**config.mk**
```make
export PLATFORM = sky130hd
export DESIGN_NAME = rggen_apb_bit_field_adapter
export DESIGN_NICKNAME = d
export VERILOG_FILES = /design/src/rtl/rggen_apb_bit_field_adapter.sv
export SDC_FILE = /design/constraint.sdc
export NUM_CORES = 1
export LEC_CHECK = 0
export BUFFER_PORTS_ARGS = -buffer_cell sky130_fd_sc_hd__buf_2
export CAP_MARGIN = 20
export CORE_AREA = 4 4 117 119
export DETAILED_ROUTE_END_ITERATION = 16
export DIE_AREA = 0 0 121 123
export GPL_ROUTABILITY_DRIVEN = 0
export PLACE_DENSITY_LB_ADDON = 0.05
export SYNTH_ARGS = -nofsm -noshare
export SYNTH_HDL_FRONTEND = slang
export SYNTH_SLANG_ARGS = --single-unit
```
**constraint.sdc**
```tcl
create_clock -name i_clk -period 3.2 [get_ports i_clk]
set_input_delay 0.32 -clock i_clk [delete_from_list [all_inputs] [get_ports i_clk]]
set_output_delay 0.32 -clock i_clk [all_outputs]
set_load 0.05 [all_outputs]
```
**src/rtl/rggen_apb_bit_field_adapter.sv**
```systemverilog
// rtl/rggen_apb_bit_field_adapter.sv - APB slave to register bit-field access adapter (optional macro: RGGEN_APB_BYTE_STROBE_EN)
module rggen_apb_bit_field_adapter #(
  parameter int ADDRESS_WIDTH = 8,
  parameter int BUS_WIDTH     = 32,
  parameter int REGISTERS     = 4,
  parameter int BASE_ADDRESS  = 0
) (
  input  logic                           i_clk,
  input  logic                           i_rst,
  input  logic                           i_psel,
  input  logic                           i_penable,
  input  logic [ADDRESS_WIDTH-1:0]       i_paddr,
  input  logic                           i_pwrite,
  input  logic [BUS_WIDTH-1:0]           i_pwdata,
  input  logic [BUS_WIDTH/8-1:0]         i_pstrb,
  output logic                           o_pready,
  output logic [BUS_WIDTH-1:0]           o_prdata,
  output logic                           o_pslverr,
  output logic [REGISTERS-1:0]           o_register_valid,
  output logic [BUS_WIDTH-1:0]           o_register_read_mask,
  output logic [BUS_WIDTH-1:0]           o_register_write_mask,
  output logic [BUS_WIDTH-1:0]           o_register_write_data,
  input  logic [REGISTERS*BUS_WIDTH-1:0] i_register_read_data
);

  localparam int LANES    = BUS_WIDTH / 8;
  localparam int ADDR_LSB = $clog2(LANES);

  typedef enum logic [1:0] {
    IDLE    = 2'd0,
    ACCESS  = 2'd1,
    RESPOND = 2'd2
  } state_e;

  state_e               state_q, state_d;
  logic                 write_q, write_d;
  logic [REGISTERS-1:0] select_q, select_d;
  logic [BUS_WIDTH-1:0] wdata_q, wdata_d;
  logic [BUS_WIDTH-1:0] wmask_q, wmask_d;
  logic [BUS_WIDTH-1:0] rdata_q, rdata_d;

  logic [ADDRESS_WIDTH-1:0] offset;
  logic [31:0]              index;
  logic                     in_range;
  logic                     aligned;
  logic [REGISTERS-1:0]     decode_select;
  logic [BUS_WIDTH-1:0]     setup_mask;
  logic [BUS_WIDTH-1:0]     selected_rdata;

  // Address decode of the setup-phase address into a one-hot register select (all zero on a miss)
  always_comb begin
    offset        = i_paddr - ADDRESS_WIDTH'(BASE_ADDRESS);
    in_range      = i_paddr >= ADDRESS_WIDTH'(BASE_ADDRESS);
    aligned       = (offset & ADDRESS_WIDTH'(LANES - 1)) == '0;
    index         = 32'(offset >> ADDR_LSB);
    decode_select = '0;
    for (int i = 0; i < REGISTERS; i++) begin
      decode_select[i] = in_range && aligned && (index == 32'(i));
    end
  end

`ifdef RGGEN_APB_BYTE_STROBE_EN
  // Byte-lane write mask expanded from the APB strobes
  always_comb begin
    setup_mask = '0;
    for (int k = 0; k < LANES; k++) begin
      setup_mask[k*8 +: 8] = {8{i_pstrb[k]}};
    end
  end
`else
  logic unused_pstrb;
  assign unused_pstrb = ^i_pstrb;

  // Without strobes every write covers the whole word
  always_comb begin
    setup_mask = '1;
  end
`endif

  // Read-data mux over the flattened slices; zero when nothing is selected
  always_comb begin
    selected_rdata = '0;
    for (int i = 0; i < REGISTERS; i++) begin
      if (select_q[i]) begin
        selected_rdata = selected_rdata | i_register_read_data[i*BUS_WIDTH +: BUS_WIDTH];
      end
    end
  end

  // FSM next state, setup capture and per-state outputs
  always_comb begin
    state_d               = state_q;
    write_d               = write_q;
    select_d              = select_q;
    wdata_d               = wdata_q;
    wmask_d               = wmask_q;
    rdata_d               = rdata_q;
    o_pready              = 1'b0;
    o_pslverr             = 1'b0;
    o_prdata              = '0;
    o_register_valid      = '0;
    o_register_read_mask  = '0;
    o_register_write_mask = '0;
    case (state_q)
      IDLE: begin
        if (i_psel && !i_penable) begin
          state_d  = ACCESS;
          write_d  = i_pwrite;
          select_d = decode_select;
          wdata_d  = i_pwdata;
          wmask_d  = i_pwrite ? setup_mask : '0;
        end
      end
      ACCESS: begin
        o_register_valid = select_q;
        if (|select_q) begin
          o_register_read_mask  = write_q ? '0 : '1;
          o_register_write_mask = wmask_q;
        end
        // Sampled here so a read side-effect on this edge is not observed
        rdata_d = selected_rdata;
        state_d = i_psel ? RESPOND : IDLE;
      end
      RESPOND: begin
        o_pready  = 1'b1;
        o_pslverr = ~|select_q;
        o_prdata  = write_q ? '0 : rdata_q;
        state_d   = IDLE;
      end
      default: begin
        state_d = IDLE;
      end
    endcase
  end

  assign o_register_write_data = wdata_q;

  // State and capture registers with asynchronous reset
  always_ff @(posedge i_clk or posedge i_rst) begin
    if (i_rst) begin
      state_q  <= IDLE;
      write_q  <= 1'b0;
      select_q <= '0;
      wdata_q  <= '0;
      wmask_q  <= '0;
      rdata_q  <= '0;
    end else begin
      state_q  <= state_d;
      write_q  <= write_d;
      select_q <= select_d;
      wdata_q  <= wdata_d;
      wmask_q  <= wmask_d;
      rdata_q  <= rdata_d;
    end
  end

endmodule

```
==> results of run 1 <==
worst max path at each step:
stage / cells after the start / from / end / slack, ns
floorplan: 6 / state_q[1]$_DFFE_PP0P_ / o_register_read_mask[10] / 0.51
detailed placement: 3 / select_q[1]$_DFFE_PP0P_ / o_register_write_mask[13] / 1.05
finish: 3 / select_q[1]$_DFFE_PP0P_ / o_register_write_mask[13] / 0.75
CTS: 3 / select_q[1]$_DFFE_PP0P_ / o_register_write_mask[13] / 0.70
global placement: 3 / select_q[1]$_DFFE_PP0P_ / o_register_write_mask[26] / 1.10
global route: 3 / select_q[1]$_DFFE_PP0P_ / o_register_write_mask[17] / 0.59
sequential cells by signal, summed over array words and instances, names as in the netlist:
name / count
state_q: 2
select_q: 4
rdata_q: 32
o_register_write_data: 32
wmask_q: 1
cells in the final DEF (no fill, tap or decap), types with 3 or more instances in the layout:
master,count
buf_2,306
dfrtp_1,71
buf_4,10
a31oi_1,32
clkinv_4,3
nor2_1,34
clkbuf_16,9
nand2_1,105
and2_1,37
clkinvlp_4,3
a22oi_1,64
critical path: cells and delay by family, from the launching register on:
family,cells,cell delay (ns)
and+or+nand+nor,2,1.07
DFF,1,0.37
buffers and inverters,1,0.35
cells in the mapped netlist (all sizes together) (2+ instances only):
cell type	count
clkbuf	29
buf	68
inv	3
a22oi	64
nor2	36
nand2	105
o21ai	2
dfrtp	71
and2	37
a31oi	32
o31ai	2
power by group through the flow:
stage / combinational [mW] / clock, mW / sequential [mW]
floorplan: 0.248 / 0 / 1.37
global placement: 0.729 / 0 / 1.13
CTS: 0.734 / 0.956 / 1.12
detailed placement: 0.736 / 0 / 1.13
finish: 0.723 / 0.924 / 1.12
global route: 0.793 / 0.999 / 1.14
cells by family after synthesis:
| logic type | count (synthesis) | synth area share, % |
|---|---|---|
| AND/OR/NAND/NOR | 186 | 20.7 |
| flip-flops | 71 | 45.2 |
| buffers and inverters | 100 | 16.2 |
| AO/OA/AOI/OAI | 100 | 17.9 |
area by class of cell:
type | instances | area (um^2) | share of cell area, %
Inverter | 3 | 11.3 | 0.208
Tap cell | 172 | 215 | 3.97
Sequential cell | 71 | 1780 | 32.7
Clock inverter | 7 | 57.6 | 1.06
Clock buffer | 9 | 225 | 4.15
Multi-Input combinational cell | 286 | 1530 | 28.3
Timing Repair Buffer | 316 | 1610 | 29.6
layer usage:
layer	part of all wire, %	GRT usage (%)
met1	39	20.7
met2	50	30.8
met3	10	6.31
met4	0.70	3.61
met5	0	0
==> run metrics, run 1 <==
Critical Path, Cell by Cell=or4_1, and3_1, buf_2; sequential share of power=40.5%; Synth Instances=457; WP data required=2.88 ns; H-tree depth=3; fin nets=864; Top FF cell, synth=dfrtp_1; Setup TNS=0 ns; n_diodes=0; top post-synthesis cells by area=dfrtp_1 45%, buf_4 12%, a22oi_1 12%; Die X=121 um; NetSw=970 uW; post-layout min period=2.45 ns; Seq/Total Area, Yosys=45.2%; max_cap viols=0; DIE AREA=14900 um^2; final wirelength=13.5 mm; worst reg2reg path depth=4; Synth top area share=45.2%; Max Root-Sink Buffers=2; postcts setup bufs=0; DP Area=5140 um^2; post-DP HPWL=10.3 mm; Layout Cell Area excl Fill=5430 um^2; post-cts resize count=0; FP Rows=41; largest net degree at the start of global routing=46; switching portion of total power=35.0%; CTS root buffer=clkbuf_16; RR Startpoint=state_q[1]$_DFFE_PP0P_; post-route insts no fill=864; initial DRC count=170; flops & latches, synth=71; DP Worst Slack=1.05 ns; total track usage=17.5%; number of global-route vias before repair=3966; Worst Setup End Kind=output pin; crit-path max FO=32; Vert. Die Dim=123 um; Worst Path Arrival=2.13 ns; DR vias=3934; number of synthesized flops with an enable pin=0; syn avg cell area=8.61 um^2; P_int=1.80 mW; drt first pass iters=5; FF-to-FF setup slack=1.38 ns; crit-path max cell delay=0.57 ns; antenna violations before repair=0; Clock Skew=0.00635 ns; Num CTS Buffers=9; fmax=0.408 GHz; worst r2r dst=select_q[3]$_DFFE_PP0P_; status=finished, final reports clean; vias per cell=4.55; Worst slew margin=41.9%; worst slew pin tran=0.871 ns; Final Util=43.2%; RSZ-0062 raised after global routing=no; CTS sink cnt=71; Yosys Warn Count=0; final setup vio count=0; total power=2.77 mW; CP Launch Type=flop; Post-Syn Nets=634; clock share of power=33.4%; Hold Fails Final Rpt=0; first-pass GRT wire length=20.4 mm; maximum vdd drop=0.257 mV; Initial Util=31.3%; Slew Limit Fails=0; gr ovfl total=0; Netlist Area Pre-Place=3930 um^2; CTS clk-pin slew, worst paths=0.06 ns; period utilization=76.6%; worst skew pair latency=0.33 ns; PwrDens=510 nW/um^2; core area=12600 um^2; Leakage=3.01 nW; slowest CP cell=or4_1; Area Growth Syn to Fin=37.9%; post-synth top area cell=dfrtp_1; share of cells above drive strength 1=48.7%; Hold Slack=0.103 ns; WL/cell=15.7 um; fill count=1313; placed cells=848; Comb power frac=26.1%; Post-synth ARST share=100%; class of the worst hold path=input port to async pin; IO Pins=311; setup ws final=0.748 ns; synth unique cells=22; Port Buffers=306; drt drc=0; # hold bufs at CTS=0; CTS tree=yes; Post-DRT Antenna Nets=0; WS Path Type=flop to output pin
(Power assumes the default switching activity.)
==> run 2, diff against run 1 <==
Clock period 3.2 ns to 2.3 ns, I/O delays scaled along.
==> run 2 against run 1 <==
The run now ends with hold timing left. Routed wire length grew 2.3%. Die area stayed put. Cell count down 0.12%. Sequential share of layout area is 0.64 points lower. Via count increased by 0.36%. Global-route usage is 0.22 points higher. Critical endpoint is now o_register_write_mask[20].
==> run metrics, run 2 (synthesis results as in run 1) <==
number of global-route vias before repair=3981; worst skew pair latency=0.32 ns; Hold Slack=-0.0195 ns; Vert. Die Dim=123 um; share of cells above drive strength 1=48.8%; Port Buffers=306; violated checks=hold timing; drt drc=0; total power=4.19 mW; worst slew pin tran=0.645 ns; post-DP HPWL=10.2 mm; CTS root buffer=clkbuf_16; final wirelength=13.8 mm; period utilization=90.0%; status=complete, but fails checks; Layout Cell Area excl Fill=5530 um^2; Post-DRT Antenna Nets=0; RR Startpoint=state_q[1]$_DFFE_PP0P_; FF-to-FF setup slack=0.63 ns; final setup vio count=0; H-tree depth=3; WL/cell=16.0 um; FP Rows=41; class of the worst hold path=input port to async pin; Worst Setup End Kind=output pin; fill count=1311; DP Worst Slack=0.249 ns; worst reg2reg path depth=5; placed cells=847; n_diodes=0; Leakage=3.06 nW; Clock Skew=0.00479 ns; max_cap viols=0; Die X=121 um; worst r2r dst=o_register_write_data[14]$_DFFE_PP0P_; Area Growth Syn to Fin=40.7%; WS Path Type=flop to output pin; CTS clk-pin slew, worst paths=0.06 ns; DR vias=3948; crit-path max FO=32; fin nets=863; most common cell after layout, fill and taps aside=buf_2; Setup TNS=0 ns; Final Util=44.0%; maximum vdd drop=0.393 mV; WP data required=2.07 ns; core area=12600 um^2; Slew Limit Fails=0; IO Pins=311; postcts setup bufs=0; vias per cell=4.57; antenna violations before repair=0; PwrDens=757 nW/um^2; Max Root-Sink Buffers=2; total track usage=17.7%; CP Launch Type=flop; CTS sink cnt=71; fmax=0.483 GHz; RSZ-0062 raised after global routing=no; most frequent cells in the layout=306 x buf_2, 105 x nand2_1, 71 x dfrtp_1, 64 x a22oi_1, 37 x and2_1; DIE AREA=14900 um^2; setup ws final=0.230 ns; drt first pass iters=5; Worst slew margin=57.0%; post-route insts no fill=863; largest net degree at the start of global routing=70; Worst Path Arrival=1.84 ns; DP Area=5180 um^2; Initial Util=31.3%; post-layout min period=2.07 ns; first-pass GRT wire length=20.9 mm; Num CTS Buffers=9; Hold Fails Final Rpt=10; gr ovfl total=0; CTS tree=yes; initial DRC count=208
## run 2: cell count changes in the layout (fill, tap and decap cells not counted), sizes merged
cell      before  now
inv            4    3
clkinvlp       3    0
buf          316  315
bufinv         0    3
clkinv         3    4
## run 2: area by class of cell
type / count / area [um^2] / area share, %
sequential: 71 / 1780 / 32.1
multi-input combinational: 286 / 1540 / 27.9
inverter: 3 / 11.3 / 0.203
tap: 172 / 215 / 3.89
clock buffer: 9 / 225 / 4.07
clock inverter: 7 / 121 / 2.19
timing repair buffer: 315 / 1640 / 29.6
## run 2: timing repair
item,CTS,global route
gates cloned,0,0
hold buffers,0,0
resized for setup,1,2
setup endpoints to repair,32,33
## run 2: power breakdown
| part | leakage [nW] | switching, mW | internal (mW) | total [mW] |
|---|---|---|---|---|
| Sequential | 0.871 | 0.103 | 1.46 | 1.56 |
| Combinational | 2.02 | 0.707 | 0.312 | 1.02 |
| Clock | 0.170 | 0.546 | 1.06 | 1.61 |
| Total | 3.06 | 1.36 | 2.84 | 4.19 |
## run 2: worst max-delay path, cell delays in order, from the launching register on
cell and delay [ns]:
dfrtp_1 0.37, or4_1 0.58, and3_4 0.31, buf_2 0.25
## run 2: worst max-delay path by stage
stage,start,end,slack (ns),cells after the start
floorplan,select_q[1]$_DFFE_PP0P_,o_register_write_mask[10],0.03,4
global placement,select_q[1]$_DFFE_PP0P_,o_register_write_mask[14],0.30,3
detailed placement,select_q[1]$_DFFE_PP0P_,o_register_write_mask[20],0.25,3
CTS,select_q[1]$_DFFE_PP0P_,o_register_write_mask[20],0.07,3
global route,state_q[0]$_DFFE_PP0P_,o_prdata[21],0.14,5
finish,select_q[1]$_DFFE_PP0P_,o_register_write_mask[20],0.23,3
## run 2: routing by layer
metal  wire length, um  part of all wire, %  GRT usage (%)
met4               101                 0.73           3.61
met3              1340                  9.7           5.58
met5                 0                    0              0
met1              5510                   40           21.5
met2              6890                   50           31.2
==> run 3, diff against run 2 <==
Settings changed: CORE_AREA 4 4 117 119 to 4 4 120 122, DIE_AREA 0 0 121 123 to 0 0 124 126.
Clock period 2.3 ns to 2.7 ns, I/O delays scaled along.
==> run 3 against run 2 <==
Critical path type unchanged. The run now ends clean. Routed wire length is 1.8% lower. Combinational power is 16% lower. Sequential share of layout area is 0.32 points higher. Clock power is 20% lower. Count of clock-buffer cells in the layout stayed put. Flip-flop and latch count stayed put. Total power is 17% lower. First-iteration DRC count is 13% lower.
==> run metrics, run 3 (synthesis results as in run 1) <==
final setup vio count=0; Hold Slack=0.0274 ns; n_diodes=0; initial DRC count=182; crit-path max FO=32; P_int=2.32 mW; Num CTS Buffers=9; Slew Limit Fails=0; Hold Fails Final Rpt=0; post-layout min period=2.34 ns; worst skew pair latency=0.33 ns; maximum vdd drop=0.351 mV; fin nets=863; Worst slew margin=47.6%; Setup TNS=0 ns; largest net degree at the start of global routing=72; CTS sink cnt=71; Port Buffers=306; CTS root buffer=clkbuf_16; worst reg2reg path depth=4; vias per cell=4.55; CTS clk-pin slew, worst paths=0.07 ns; number of global-route vias before repair=3996; gr ovfl total=0; worst slew pin tran=0.785 ns; sequential share of power=38.2%; NetSw=1.16 mW; period utilization=86.6%; DIE AREA=15600 um^2; Area Growth Syn to Fin=39.3%; core area=13200 um^2; WP data required=2.43 ns; CTS tree=yes; antenna violations before repair=1; Max Root-Sink Buffers=2; post-DP HPWL=10.1 mm; fmax=0.427 GHz; # hold bufs at CTS=0; fill count=1360; Leakage=3.04 nW; Final Util=41.5%; PwrDens=635 nW/um^2; post-cts resize count=0; share of cells above drive strength 1=48.6%; drt drc=0; slowest CP cell=or4_1; final wirelength=13.6 mm; WL/cell=15.7 um; RR Startpoint=state_q[1]$_DFFE_PP0P_; Post-DRT Antenna Nets=0; status=finished, final reports clean; clock share of power=37.0%; Worst Path Arrival=2.07 ns; worst r2r dst=select_q[3]$_DFFE_PP0P_; DR vias=3945; class of the worst hold path=input port to async pin; Clock Skew=0.00748 ns; Die X=124 um; H-tree depth=3; FP Rows=42; total track usage=16.8%; Critical Path, Cell by Cell=or4_1, and3_1, buf_2; Vert. Die Dim=126 um; first-pass GRT wire length=20.8 mm; Initial Util=29.8%; most frequent cells in the layout=306 x buf_2, 105 x nand2_1, 71 x dfrtp_1, 64 x a22oi_1, 37 x and2_1; drt first pass iters=5; Worst Setup End Kind=output pin; FF-to-FF setup slack=0.86 ns; RSZ-0062 raised after global routing=no; crit-path max cell delay=0.56 ns; CP Launch Type=flop; most common cell after layout, fill and taps aside=buf_2; IO Pins=311; switching portion of total power=33.2%; WS Path Type=flop to output pin; Comb power frac=24.8%; max_cap viols=0; postcts setup bufs=0
run 3: cell types whose count changed in the layout (fill, tap and decap cells not counted), sizes merged:
cell and delta:
bufinv -1, clkinv -4, clkinvlp +2, inv +3
run 3: layout make-up:
| cell class | count | area, um^2 | share of cell area, % |
|---|---|---|---|
| clock buffer | 9 | 225 | 4.11 |
| clock inverter | 7 | 101 | 1.85 |
| inverter | 3 | 11.3 | 0.205 |
| multi-input combinational | 286 | 1530 | 28.0 |
| sequential | 71 | 1780 | 32.4 |
| tap | 176 | 220 | 4.02 |
| timing repair buffer | 315 | 1610 | 29.4 |
run 3: worst max path at each step:
stage,slack [ns],to,start
global placement,0.70,o_register_write_mask[0],select_q[1]$_DFFE_PP0P_
floorplan,0.06,o_register_read_mask[10],state_q[1]$_DFFE_PP0P_
detailed placement,0.67,o_register_write_mask[27],select_q[1]$_DFFE_PP0P_
finish,0.36,o_register_write_mask[14],select_q[1]$_DFFE_PP0P_
global route,0.17,o_register_write_mask[10],select_q[1]$_DFFE_PP0P_
CTS,0.31,o_register_write_mask[27],select_q[1]$_DFFE_PP0P_
run 3: critical path, delay by kind of cell, from the launching register on:
family        cells  cell delay, ns
simple gates      2            1.02
flops             1            0.37
buf+inv           1            0.34
run 3: power groups by stage:
stage | Clock, mW | Sequential, mW | Combinational [mW]
4_1_cts | 1.33 | 1.33 | 0.874
5_1_grt | 1.38 | 1.36 | 0.939
6_report | 1.29 | 1.33 | 0.861
3_3_place_gp | 0 | 1.34 | 0.868
3_5_place_dp | 0 | 1.35 | 0.875
2_1_floorplan | 0 | 1.63 | 0.294
run 3: metal layers:
metal,global-route usage [%],share of wire [%],vias up
li1,-,-,1948
met1,19.7,39,1808
met2,29.2,49,177
met3,5.52,11,10
met4,4.51,0.74,2
met5,0,0.15,-
run 3: through the flow:
step | instance area (um^2) | cells | total power, mW | setup slack (ns)
final | 5480 | 867 | 3.48 | 0.360
after global placement | 5150 | 851 | 2.21 | 0.696
after detailed placement | 5150 | 851 | 2.22 | 0.672
after global routing | 5480 | 867 | 3.68 | 0.175
after CTS | 5480 | 867 | 3.54 | 0.311
after floorplan | 3940 | 457 | 1.92 | 0.0569
